--- src/rtl/uart_csr_pkg.sv ---
// uart_csr_pkg: register offsets, bit indices and enums shared by the UART CSR block
package uart_csr_pkg;
    localparam int CFG_W = 5;
    localparam logic [7:0] OFF_TXDATA   = 8'h00;
    localparam logic [7:0] OFF_RXDATA   = 8'h04;
    localparam logic [7:0] OFF_CFG      = 8'h08;
    localparam logic [7:0] OFF_CTRL     = 8'h0C;
    localparam logic [7:0] OFF_STAT     = 8'h10;
    localparam logic [7:0] OFF_INT_STAT = 8'h14;
    localparam logic [7:0] OFF_INT_EN   = 8'h18;
    localparam int CTRL_TX_EN    = 0;
    localparam int CTRL_RX_EN    = 1;
    localparam int CTRL_TX_FLUSH = 2;
    localparam int CTRL_RX_FLUSH = 3;
    localparam int INT_TX_DONE   = 0;
    localparam int INT_RX_AVAIL  = 1;
    localparam int INT_PARITY    = 2;
    localparam int INT_OVERRUN   = 3;
    typedef enum logic [2:0] {
        R_TXDATA, R_RXDATA, R_CFG, R_CTRL, R_STAT, R_INT_STAT, R_INT_EN, R_NONE
    } reg_e;
endpackage

--- src/rtl/uart_apb_csr_fifo_if.sv ---
// uart_apb_csr_fifo_if: APB slave bus bundle for the UART CSR block
interface uart_apb_csr_fifo_if #(parameter int ADDR_W = 5);
    logic psel, penable, pwrite;
    logic [ADDR_W-1:0] paddr;
    logic [31:0] pwdata, prdata;
    logic pready, pslverr;
    modport master(output psel, penable, pwrite, paddr, pwdata, input prdata, pready, pslverr);
    modport slave(input psel, penable, pwrite, paddr, pwdata, output prdata, pready, pslverr);
endinterface

--- src/rtl/uart_sync_fifo.sv ---
// uart_sync_fifo: synchronous FIFO with flush, level and wrap-bit full detection
module uart_sync_fifo #(
    parameter int WIDTH = 8,
    parameter int DEPTH = 8,
    localparam int AW = $clog2(DEPTH)
) (
    input  logic             pclk,
    input  logic             preset,
    input  logic             push,
    input  logic             pop,
    input  logic             flush,
    input  logic [WIDTH-1:0] din,
    output logic [WIDTH-1:0] dout,
    output logic             full,
    output logic             empty,
    output logic [AW:0]      level
);
    logic [WIDTH-1:0] mem [DEPTH];
    logic [AW:0] wr_ptr, rd_ptr;
    logic do_push, do_pop;
    assign empty = wr_ptr == rd_ptr;
    assign full = (wr_ptr[AW] != rd_ptr[AW]) && (wr_ptr[AW-1:0] == rd_ptr[AW-1:0]);
    assign level = wr_ptr - rd_ptr;
    assign do_pop = pop && !empty;
    // a pop in the same cycle frees the slot a push into a full FIFO needs
    assign do_push = push && (!full || do_pop);
    assign dout = empty ? '0 : mem[rd_ptr[AW-1:0]];
    always_ff @(posedge pclk) begin
        if (preset || flush) begin
            wr_ptr <= '0;
            rd_ptr <= '0;
        end else begin
            if (do_push) wr_ptr <= wr_ptr + (AW+1)'(1);
            if (do_pop) rd_ptr <= rd_ptr + (AW+1)'(1);
        end
    end
    always_ff @(posedge pclk) begin
        if (do_push) mem[wr_ptr[AW-1:0]] <= din;
    end
endmodule

--- src/rtl/uart_apb_csr_fifo.sv ---
// uart_apb_csr_fifo: APB register bank with TX/RX FIFOs, W1C interrupt status and irq
module uart_apb_csr_fifo
    import uart_csr_pkg::*;
#(
    parameter int DATA_W   = 8,
    parameter int TX_DEPTH = 8,
    parameter int RX_DEPTH = 8,
    parameter int ADDR_W   = 5
) (
    input  logic              pclk,
    input  logic              preset,
    uart_apb_csr_fifo_if.slave apb,
    output logic [DATA_W-1:0] tx_data,
    output logic              tx_valid,
    input  logic              tx_ready,
    input  logic              tx_done,
    input  logic [DATA_W-1:0] rx_data,
    input  logic              rx_push,
    input  logic              rx_parity_err,
    output logic [CFG_W-1:0]  cfg_out,
    output logic              irq
);
    localparam int TAW = $clog2(TX_DEPTH);
    localparam int RAW = $clog2(RX_DEPTH);
    logic [CFG_W-1:0] cfg_q;
    logic [1:0] ctrl_q;
    logic [3:0] int_stat, int_en, int_set, int_clr;
    logic [ADDR_W-1:0] word_addr;
    reg_e rsel;
    logic access, wr, rd, err;
    logic tx_push, tx_pop, tx_flush, tx_full, tx_empty;
    logic rx_pop, rx_flush, rx_full, rx_empty, rx_ok, rx_store, rx_overrun;
    logic [TAW:0] tx_level;
    logic [RAW:0] rx_level;
    logic [DATA_W-1:0] rx_head;
    logic [31:0] stat;
    logic unused_bits;
    assign unused_bits = ^{apb.pwdata, apb.paddr[1:0]};
    assign word_addr = {apb.paddr[ADDR_W-1:2], 2'b00};
    assign rsel = word_addr == ADDR_W'(OFF_TXDATA)   ? R_TXDATA   :
                  word_addr == ADDR_W'(OFF_RXDATA)   ? R_RXDATA   :
                  word_addr == ADDR_W'(OFF_CFG)      ? R_CFG      :
                  word_addr == ADDR_W'(OFF_CTRL)     ? R_CTRL     :
                  word_addr == ADDR_W'(OFF_STAT)     ? R_STAT     :
                  word_addr == ADDR_W'(OFF_INT_STAT) ? R_INT_STAT :
                  word_addr == ADDR_W'(OFF_INT_EN)   ? R_INT_EN   : R_NONE;
    assign access = apb.psel && apb.penable;
    assign wr = access && apb.pwrite;
    assign rd = access && !apb.pwrite;
    assign tx_valid = ctrl_q[CTRL_TX_EN] && !tx_empty;
    assign tx_pop = tx_valid && tx_ready;
    assign err = access && (rsel == R_NONE ||
                            (wr && (rsel == R_RXDATA || rsel == R_STAT)) ||
                            (wr && rsel == R_TXDATA && tx_full && !tx_pop) ||
                            (rd && rsel == R_RXDATA && rx_empty));
    assign tx_push = wr && rsel == R_TXDATA && !err;
    assign rx_pop = rd && rsel == R_RXDATA && !err;
    assign tx_flush = wr && rsel == R_CTRL && apb.pwdata[CTRL_TX_FLUSH];
    assign rx_flush = wr && rsel == R_CTRL && apb.pwdata[CTRL_RX_FLUSH];
    // a flushed push is neither stored nor counted as an overrun
    assign rx_ok = rx_push && ctrl_q[CTRL_RX_EN] && !rx_flush;
    assign rx_store = rx_ok && (!rx_full || rx_pop);
    assign rx_overrun = rx_ok && rx_full && !rx_pop;
    always_comb begin
        int_set = '0;
        int_set[INT_TX_DONE] = tx_done;
        int_set[INT_RX_AVAIL] = rx_store;
        int_set[INT_PARITY] = rx_store && rx_parity_err;
        int_set[INT_OVERRUN] = rx_overrun;
    end
    assign int_clr = (wr && rsel == R_INT_STAT) ? apb.pwdata[3:0] : '0;
    uart_sync_fifo #(.WIDTH(DATA_W), .DEPTH(TX_DEPTH)) u_tx_fifo (
        .pclk(pclk), .preset(preset), .push(tx_push), .pop(tx_pop), .flush(tx_flush),
        .din(apb.pwdata[DATA_W-1:0]), .dout(tx_data), .full(tx_full), .empty(tx_empty),
        .level(tx_level)
    );
    uart_sync_fifo #(.WIDTH(DATA_W), .DEPTH(RX_DEPTH)) u_rx_fifo (
        .pclk(pclk), .preset(preset), .push(rx_store), .pop(rx_pop), .flush(rx_flush),
        .din(rx_data), .dout(rx_head), .full(rx_full), .empty(rx_empty), .level(rx_level)
    );
    always_ff @(posedge pclk) begin
        if (preset) begin
            cfg_q <= '0;
            ctrl_q <= '0;
            int_en <= '0;
            int_stat <= '0;
            irq <= 1'b0;
        end else begin
            if (wr && rsel == R_CFG) cfg_q <= apb.pwdata[CFG_W-1:0];
            if (wr && rsel == R_CTRL) ctrl_q <= apb.pwdata[CTRL_RX_EN:CTRL_TX_EN];
            if (wr && rsel == R_INT_EN) int_en <= apb.pwdata[3:0];
            int_stat <= (int_stat & ~int_clr) | int_set;
            irq <= |(int_stat & int_en);
        end
    end
    assign stat = {8'd0, 8'(rx_level), 8'(tx_level), 4'd0, rx_full, rx_empty, tx_full, tx_empty};
    assign apb.prdata = !(rd && !err)         ? '0              :
                        rsel == R_RXDATA      ? 32'(rx_head)    :
                        rsel == R_CFG         ? 32'(cfg_q)      :
                        rsel == R_CTRL        ? 32'(ctrl_q)     :
                        rsel == R_STAT        ? stat            :
                        rsel == R_INT_STAT    ? 32'(int_stat)   :
                        rsel == R_INT_EN      ? 32'(int_en)     : '0;
    assign apb.pready = 1'b1;
    assign apb.pslverr = err;
    assign cfg_out = cfg_q;
endmodule
--- src/flat_wrapper.sv ---
// flat-port wrapper written by rule: the top's interface ports become plain ports
module uart_apb_csr_fifo_flat import uart_csr_pkg::*;
#(
    parameter int DATA_W   = 8,
    parameter int TX_DEPTH = 8,
    parameter int RX_DEPTH = 8,
    parameter int ADDR_W   = 5
)
  (pclk, preset, tx_data, tx_valid, tx_ready, tx_done, rx_data, rx_push, rx_parity_err, cfg_out, irq, apb_psel, apb_penable, apb_pwrite, apb_paddr, apb_pwdata, apb_prdata, apb_pready, apb_pslverr);
  uart_apb_csr_fifo_if #(.ADDR_W(ADDR_W)) apb_i ();
  input  logic pclk;
  input  logic preset;
  output logic [DATA_W-1:0] tx_data;
  output logic tx_valid;
  input  logic tx_ready;
  input  logic tx_done;
  input  logic [DATA_W-1:0] rx_data;
  input  logic rx_push;
  input  logic rx_parity_err;
  output logic [CFG_W-1:0] cfg_out;
  output logic irq;
  input wire logic [$bits(apb_i.psel)-1:0] apb_psel;
  input wire logic [$bits(apb_i.penable)-1:0] apb_penable;
  input wire logic [$bits(apb_i.pwrite)-1:0] apb_pwrite;
  input wire logic [$bits(apb_i.paddr)-1:0] apb_paddr;
  input wire logic [$bits(apb_i.pwdata)-1:0] apb_pwdata;
  output wire logic [$bits(apb_i.prdata)-1:0] apb_prdata;
  output wire logic [$bits(apb_i.pready)-1:0] apb_pready;
  output wire logic [$bits(apb_i.pslverr)-1:0] apb_pslverr;
  assign apb_i.psel = apb_psel;
  assign apb_i.penable = apb_penable;
  assign apb_i.pwrite = apb_pwrite;
  assign apb_i.paddr = apb_paddr;
  assign apb_i.pwdata = apb_pwdata;
  assign apb_prdata = apb_i.prdata;
  assign apb_pready = apb_i.pready;
  assign apb_pslverr = apb_i.pslverr;
  uart_apb_csr_fifo #(.DATA_W(DATA_W), .TX_DEPTH(TX_DEPTH), .RX_DEPTH(RX_DEPTH), .ADDR_W(ADDR_W)) u_core (.pclk(pclk), .preset(preset), .apb(apb_i), .tx_data(tx_data), .tx_valid(tx_valid), .tx_ready(tx_ready), .tx_done(tx_done), .rx_data(rx_data), .rx_push(rx_push), .rx_parity_err(rx_parity_err), .cfg_out(cfg_out), .irq(irq));
endmodule
--- config.mk ---
export PLATFORM = sky130hd
export DESIGN_NAME = uart_apb_csr_fifo_flat
export DESIGN_NICKNAME = d
export VERILOG_FILES = /design/src/rtl/uart_csr_pkg.sv /design/src/rtl/uart_apb_csr_fifo_if.sv /design/src/rtl/uart_sync_fifo.sv /design/src/rtl/uart_apb_csr_fifo.sv /design/src/flat_wrapper.sv
export SDC_FILE = /design/constraint.sdc
export NUM_CORES = 1
export LEC_CHECK = 0
export CORE_MARGIN = 3
export CORE_UTILIZATION = 59
export CTS_CLUSTER_DIAMETER = 50
export DETAILED_ROUTE_END_ITERATION = 7
export PLACE_DENSITY = 0.91
export SYNTH_ARGS = -nofsm -noshare
export SYNTH_HDL_FRONTEND = slang
export SYNTH_SLANG_ARGS = --single-unit
--- constraint.sdc ---
create_clock -name pclk -period 4.5 [get_ports pclk]
set_clock_uncertainty 0.2 [all_clocks]
set_input_delay 0.9 -clock pclk [delete_from_list [all_inputs] [get_ports pclk]]
set_output_delay 0.9 -clock pclk [all_outputs]
set_load 0.03 [all_outputs]
# Yosys cells after proc, flatten, opt, wreduce, memory -nomap -nowiden

Memory sizes are Yosys's and may differ from the RTL's. A register that Yosys moved wholly into a read port is not among the register bits.
Cells that the tools add are included.

Register bits: 32
Bits in writable memories: 128
Memories kept: 2

Memory list:

| name                 | depth | bits a word | rd ports | clocked after memory_dff | wr ports | RTL line             | RTL |
|---|---|---|---|---|---|---|---|
| u_core.u_rx_fifo.mem | 8     | 8           | 1        | 1                        | 1        | uart_sync_fifo.sv:18 | `logic [WIDTH-1:0] mem [DEPTH];` |
| u_core.u_tx_fifo.mem | 8     | 8           | 1        | 1                        | 1        | uart_sync_fifo.sv:18 |  |

$add $sub $neg: 6
Equal/unequal tests: 19
Mux-type cells: 25
Bitwise logic cells: 4
Reductions and logical operators: 54

Operators with widths:

| kind                  | number |
|---|---|
| $mux W32              | 6 |
| $logic_and A1 B1 Y1   | 33 |
| $mux W3               | 10 |
| $eq A3 B3 Y1 const B  | 7 |
| $add A4 B1 Y4 const B | 4 |
| $mux W8               | 2 |
| $eq A3 B2 Y1 const B  | 4 |
| $logic_not A1 Y1      | 9 |
| $logic_or A1 B1 Y1    | 9 |
| $and A4 B4 Y4         | 2 |
| $eq A4 B4 Y1          | 2 |
| $mux W4               | 2 |
| $sub A4 B4 Y4         | 2 |
| $eq A3 B1 Y1 const B  | 2 |
| $eq A3 B3 Y1          | 2 |
| $logic_not A5 Y1      | 1 |
| $mux W1               | 5 |
| $not A4 Y4            | 1 |
| $or A4 B4 Y4          | 1 |
| $reduce_or A4 Y1      | 1 |
| $logic_not A3 Y1      | 1 |
| $ne A1 B1 Y1          | 2 |

# Depth between registers and ports, before layout

Word-level depth: 22
Mapped depth: 9

# Hierarchy

From an unflattened synthesis, not the netlist that was laid out.

Cell total of the unflattened synthesis: 502
Area, all modules: 7327.0 sq um

Modules (own cells, without submodules):

| module                             | times used | cells an instance | area an instance (sq um) |
|---|---|---|---|
| uart_sync_fifo at u_core.u_tx_fifo | 1          | 171               | 3042.9 |
| uart_sync_fifo at u_core.u_rx_fifo | 1          | 172               | 3027.9 |
| uart_apb_csr_fifo                  | 1          | 159               | 1256.2 |

# Worst setup path before layout

OpenSTA, ideal clock, no wires.

Path type: in2out
From: input port apb_paddr[2]
To: output port apb_prdata[0]
Data arrival time: 2.313 ns
Setup slack: 1.087 ns
Stages on the path: 4
Path buffers: 1
Path through: buf_4 -> and2_4 -> a221o_1 -> nor3_1

Word-level cells in the longest chain between the ends: 18

Ends and longest elaborated chain:

| what                                             | RTL line                | RTL |
|---|---|---|
| start, declared                                  | flat_wrapper.sv:25      | `input wire logic [$bits(apb_i.paddr)-1:0] apb_paddr;` |
| $eq A3 B3 Y1                                     | uart_apb_csr_fifo.sv:46 | `word_addr == ADDR_W'(OFF_INT_EN) ? R_INT_EN : R_NONE;` |
| $mux W1                                          | uart_apb_csr_fifo.sv:46 |  |
| $mux W3                                          | uart_apb_csr_fifo.sv:45 | `word_addr == ADDR_W'(OFF_INT_STAT) ? R_INT_STAT :` |
| $mux W3                                          | uart_apb_csr_fifo.sv:44 | `word_addr == ADDR_W'(OFF_STAT) ? R_STAT :` |
| $mux W3                                          | uart_apb_csr_fifo.sv:43 | `word_addr == ADDR_W'(OFF_CTRL) ? R_CTRL :` |
| $mux W3                                          | uart_apb_csr_fifo.sv:42 | `word_addr == ADDR_W'(OFF_CFG) ? R_CFG :` |
| $mux W3                                          | uart_apb_csr_fifo.sv:41 | `word_addr == ADDR_W'(OFF_RXDATA) ? R_RXDATA :` |
| $mux W3 (*)                                      | uart_apb_csr_fifo.sv:40 | `assign rsel = word_addr == ADDR_W'(OFF_TXDATA) ? R_TXDATA :` |
| branches (longest 9 deep; another with $mux W32) | -                       |  |
| $mux W32 (*)                                     | uart_apb_csr_fifo.sv:97 | `assign apb.prdata = !(rd && !err) ? '0 :` |
| end, declared                                    | flat_wrapper.sv:27      | `output wire logic [$bits(apb_i.prdata)-1:0] apb_prdata;` |

Mark *: on every way between the ends.

# Worst setup path in the final report

From: input port apb_paddr[3]
To: output port apb_pslverr

Word-level cells in the longest chain between the ends: 15

Ends and longest elaborated chain:

| what                                                      | RTL line                                         | RTL |
|---|---|---|
| $eq A3 B3 Y1                                              | uart_apb_csr_fifo.sv:46                          |  |
| $mux W1                                                   | uart_apb_csr_fifo.sv:46                          |  |
| $mux W3                                                   | uart_apb_csr_fifo.sv:45                          |  |
| $mux W3                                                   | uart_apb_csr_fifo.sv:44                          |  |
| $mux W3                                                   | uart_apb_csr_fifo.sv:43                          |  |
| $mux W3                                                   | uart_apb_csr_fifo.sv:42                          |  |
| $mux W3                                                   | uart_apb_csr_fifo.sv:41                          |  |
| $mux W3 (*)                                               | uart_apb_csr_fifo.sv:40                          |  |
| $eq A3 B1 Y1 (tied with other cells)                      | uart_apb_csr_fifo.sv:53, uart_apb_csr_fifo.sv:55 |  |
| $logic_or A1 B1 Y1 or $logic_and A1 B1 Y1 (tied branches) | uart_apb_csr_fifo.sv:53, uart_apb_csr_fifo.sv:54 |  |
| $logic_and A1 B1 Y1 (on tied branches)                    | uart_apb_csr_fifo.sv:53, uart_apb_csr_fifo.sv:54 |  |
| $logic_or A1 B1 Y1 or $logic_and A1 B1 Y1 (tied branches) | uart_apb_csr_fifo.sv:52, uart_apb_csr_fifo.sv:54 |  |
| $logic_or A1 B1 Y1                                        | uart_apb_csr_fifo.sv:53                          | `(wr && (rsel == R_RXDATA \|\| rsel == R_STAT)) \|\|` |
| $logic_or A1 B1 Y1 (*)                                    | uart_apb_csr_fifo.sv:54                          | `(wr && rsel == R_TXDATA && tx_full && !tx_pop) \|\|` |
| $logic_and A1 B1 Y1 (*)                                   | uart_apb_csr_fifo.sv:52                          | `assign err = access && (rsel == R_NONE \|\|` |
| end, declared                                             | flat_wrapper.sv:29                               | `output wire logic [$bits(apb_i.pslverr)-1:0] apb_pslverr;` |

Mark *: on every way between the ends. The rest lies on a longest branch, timed or not.

==> summary.txt <==
Outcome
  • Run status: complete, no violations

Detailed routing
  • Post-route DRC: 0
  • ANT nets after route: 0
  • Wire per inst: between 20 and 25 um
  • Via count: around 4500
  • Vias per cell: 5.92
  • Initial DRC count: 364
  • Drt total wl: approximately 15000 um
  • First drt pass iteration count: 5

Global routing
  • Global route total overflow: 0
  • Number of global-route vias before repair: about 4600
  • First-pass GRT wire length: 24600 um
  • GRT Total Usage: 0.231
  • Largest net degree at the start of global routing: 20
  • Initial antenna violation count: 0

Clock network
  • CTS tree: yes
  • Clock buffer count from CTS: 17
  • Root Driver: clkbuf_16
  • Clock transition at path regs: about 0.060 ns
  • H-tree Lvls: 4
  • Cts hold-fix bufs: 0
  • Clk buf depth: 2
  • Clk Latency, worst-skew pair: about 0.42 ns
  • Setup repair bufs after CTS: 0
  • CTS Sinks: 166
  • CTS resizes: 0

Worst setup path
  • WP data required: approximately 3.4 ns
  • Reg2Reg Setup Slack: roughly 1.5 ns
  • Setup crit end: apb_pslverr
  • Crit Path Max Fanout: 10
  • Setup CP Type: input pin to output pin
  • Critical Path Start Type: input pin
  • Critical path origin: apb_paddr[3]
  • Crit-path slowest cell: clkdlybuf4s50_1
  • Setup crit end kind: output pin
  • Crit-path leading delay family: buffers and inverters
  • WP depth: 7
  • FF-to-FF End: u_core.u_tx_fifo.mem[3][0]
  • Most used cell, CP: clkdlybuf4s50_1
  • Arr. time, crit path: a little over 3 ns
  • R2R cell count: 6
  • Reg-to-reg startpoint: u_core.u_tx_fifo.wr_ptr[0]
  • CP peak stage delay: roughly 0.7 ns
  • WP buf/inv: 3
  • Cells along the critical path: clkdlybuf4s50_1 > buf_4 > or2_1 > nor2_1 > nand2_1 > a31oi_1 > clkdlybuf4s50_1

Synth
  • Warnings, synthesis: 0
  • Yosys top cell area share: 0.522
  • Post-synth top cells: edfxtp_1, nor2_1, dfxtp_1
  • Mux cell area share after synthesis: 0.138
  • Synthesized-area fraction occupied by adder cells: 0.0224
  • Ys async rst share: 0
  • Synth Instances: ~510
  • Post-Synth Simple-Gate Area: 0.0982
  • Post-synth EDFFs: 128
  • Synth Register Bits: 166
  • Largest area contributor in the netlist: edfxtp_1
  • Post-Syn Area: 7360 um2
  • Compound-Gate Fraction of Synth Area: 0.0590
  • Synth cell types: 65
  • Primary FF master, synth: edfxtp_1
  • Syn Area/Cell: between 10 and 15 um2
  • Top cells by area, synth: edfxtp_1, dfxtp_1, mux4_2
  • Most numerous cell in the Yosys netlist: edfxtp_1
  • Largest family of logic cells by synthesized area: multiplexers
  • Synth Area in XOR/XNOR: 0.0153
  • Register area share after synthesis: 0.625

Layout
  • Fin cells: 760
  • Fin util: 0.713
  • ANT cells: 0
  • Number of nets in the layout: between 600 and 700
  • Layout area overhead: 17.3%
  • Layout cell share with drive strength beyond 1: 0.157

Timing
  • RSZ-0062 raised after global routing: false
  • Final setup vio count: 0
  • Max Clock Freq: 238 MHz
  • Rel. slew slack: 0.379
  • Tmin final: ~4.2 ns
  • Period utilization: 0.935
  • Max-slew violations: 0
  • Fin. Hold Viols: 0
  • Setup_tns: 0 ns
  • Slew @ Worst Pin: between 0.9 and 1 ns

Die
  • Starting Density: 0.608
  • Rows: 40
  • Die area: between 10000 and 15000 um2
  • Die width: roughly 120 um
  • Die H: ~120 um
  • Core Box Area: about 12000 um2
  • # IOs: 103

Placed design
  • DP HPWL: approximately 11000 um
  • # port buffers: slightly below 60
  • Number of placed cells counting well taps: around 730
  • Placer Congestion: approximately 0.85

Power
  • Leak pwr: between 2 and 3 nW
  • Power Density: between 300 and 400 nW/um2
  • Peak supply drop: a little over 0.0004 V

Run
  • Max cap viols: 0

Min path
  • Worst min path class: flip-flop to flip-flop
[per-stage QoR]
step / total power, W / hold slack (ns) / worst slack [ns] / instance area, um2
after global placement: 0.00179 / 0.263 / 0.316 / 8110
after detailed placement: 0.00180 / 0.278 / 0.321 / 8110
after CTS: 0.00308 / 0.280 / 0.297 / 8640
final: 0.00306 / 0.283 / 0.291 / 8640
after floorplan: 0.00175 / 0.249 / 1.09 / 7420
after global routing: 0.00313 / 0.315 / 0.198 / 8640
[cell families after synthesis]
logic type               count (synthesis)
flip-flops                             166
AND/OR/NAND/NOR                        139
multiplexers                            64
AO/OA/AOI/OAI                           60
buffers and inverters                   56
adder cells (fa/ha/maj)                 12
XOR/XNOR                                12
other                                    2
[flip-flops by register name, summed over array words and instances, names as in the netlist, named ones only]
| register | cells |
|---|---|
| u_core.u_rx_fifo.wr_ptr | 4 |
| u_core.u_tx_fifo.rd_ptr | 4 |
| u_core.u_rx_fifo.mem | 64 |
| u_core.u_tx_fifo.mem | 64 |
| u_core.ctrl_q | 2 |
| u_core.int_en | 4 |
| u_core.int_stat | 4 |
| u_core.u_tx_fifo.wr_ptr | 4 |
| u_core.irq | 1 |
| u_core.u_rx_fifo.rd_ptr | 4 |
| u_core.cfg_out | 5 |
[cells in the final DEF (no fill, tap or decap), types with 5 or more instances in the layout]
cell type / instances
edfxtp_1: 128
inv_1: 16
buf_4: 18
and2_1: 5
nor3_1: 7
clkdlybuf4s50_1: 56
mux4_2: 30
nand2_1: 18
a21oi_1: 16
o21ai_0: 8
xnor2_1: 7
a221oi_1: 5
dfxtp_1: 38
nor2_1: 58
nand3_1: 10
nor2b_1: 7
conb_1: 17
ha_1: 10
mux2i_1: 32
clkbuf_16: 17
[routing by layer]
metal,GRT usage,wire (um),vias up,share of wire
met2,0.407,8140,200,0.53
met3,0.0557,954,33,0.062
li1,-,-,2042,-
met5,0,0,-,0
met4,0.112,469,0,0.031
met1,0.265,5780,2224,0.38
[report_power, final]
| part | internal (W) | switching (W) | leakage (nW) | total [W] |
|---|---|---|---|---|
| clock | 0.000706 | 0.000584 | 0.249 | 0.00129 |
| sequential | 0.00165 | 0.00000182 | 1.46 | 0.00165 |
| combinational | 0.0000400 | 0.0000746 | 1.08 | 0.000115 |
[worst register-to-register path, stage by stage, from the launching register on]
cell and delay, ns:
dfxtp_1 0.48, inv_1 0.12, ha_1 0.32, and3_1 0.24
a311oi_4 0.46, nand2_1 0.18, nor2_1 0.65
[area by class of cell]
class	instances	area, um2
Sequential cell	166	4600
Fill cell	774	3480
Multi-Input combinational cell	304	2520
Timing Repair Buffer	75	716
Clock buffer	17	425
Tap cell	168	210
Clock inverter	14	103
Inverter	16	60.1
[worst min path at each step]
stage	start	to	slack, ns	cells after the start
2_1_floorplan	u_core.int_stat[1]	u_core.int_stat[1]	0.25	2
3_3_place_gp	u_core.int_stat[1]	u_core.int_stat[1]	0.26	2
3_5_place_dp	u_core.int_stat[1]	u_core.int_stat[1]	0.28	2
4_1_cts	u_core.int_stat[1]	u_core.int_stat[1]	0.28	2
5_1_grt	u_core.int_stat[1]	u_core.int_stat[1]	0.32	2
6_report	u_core.int_stat[1]	u_core.int_stat[1]	0.28	2
Power figures use the tool's default switching activity.
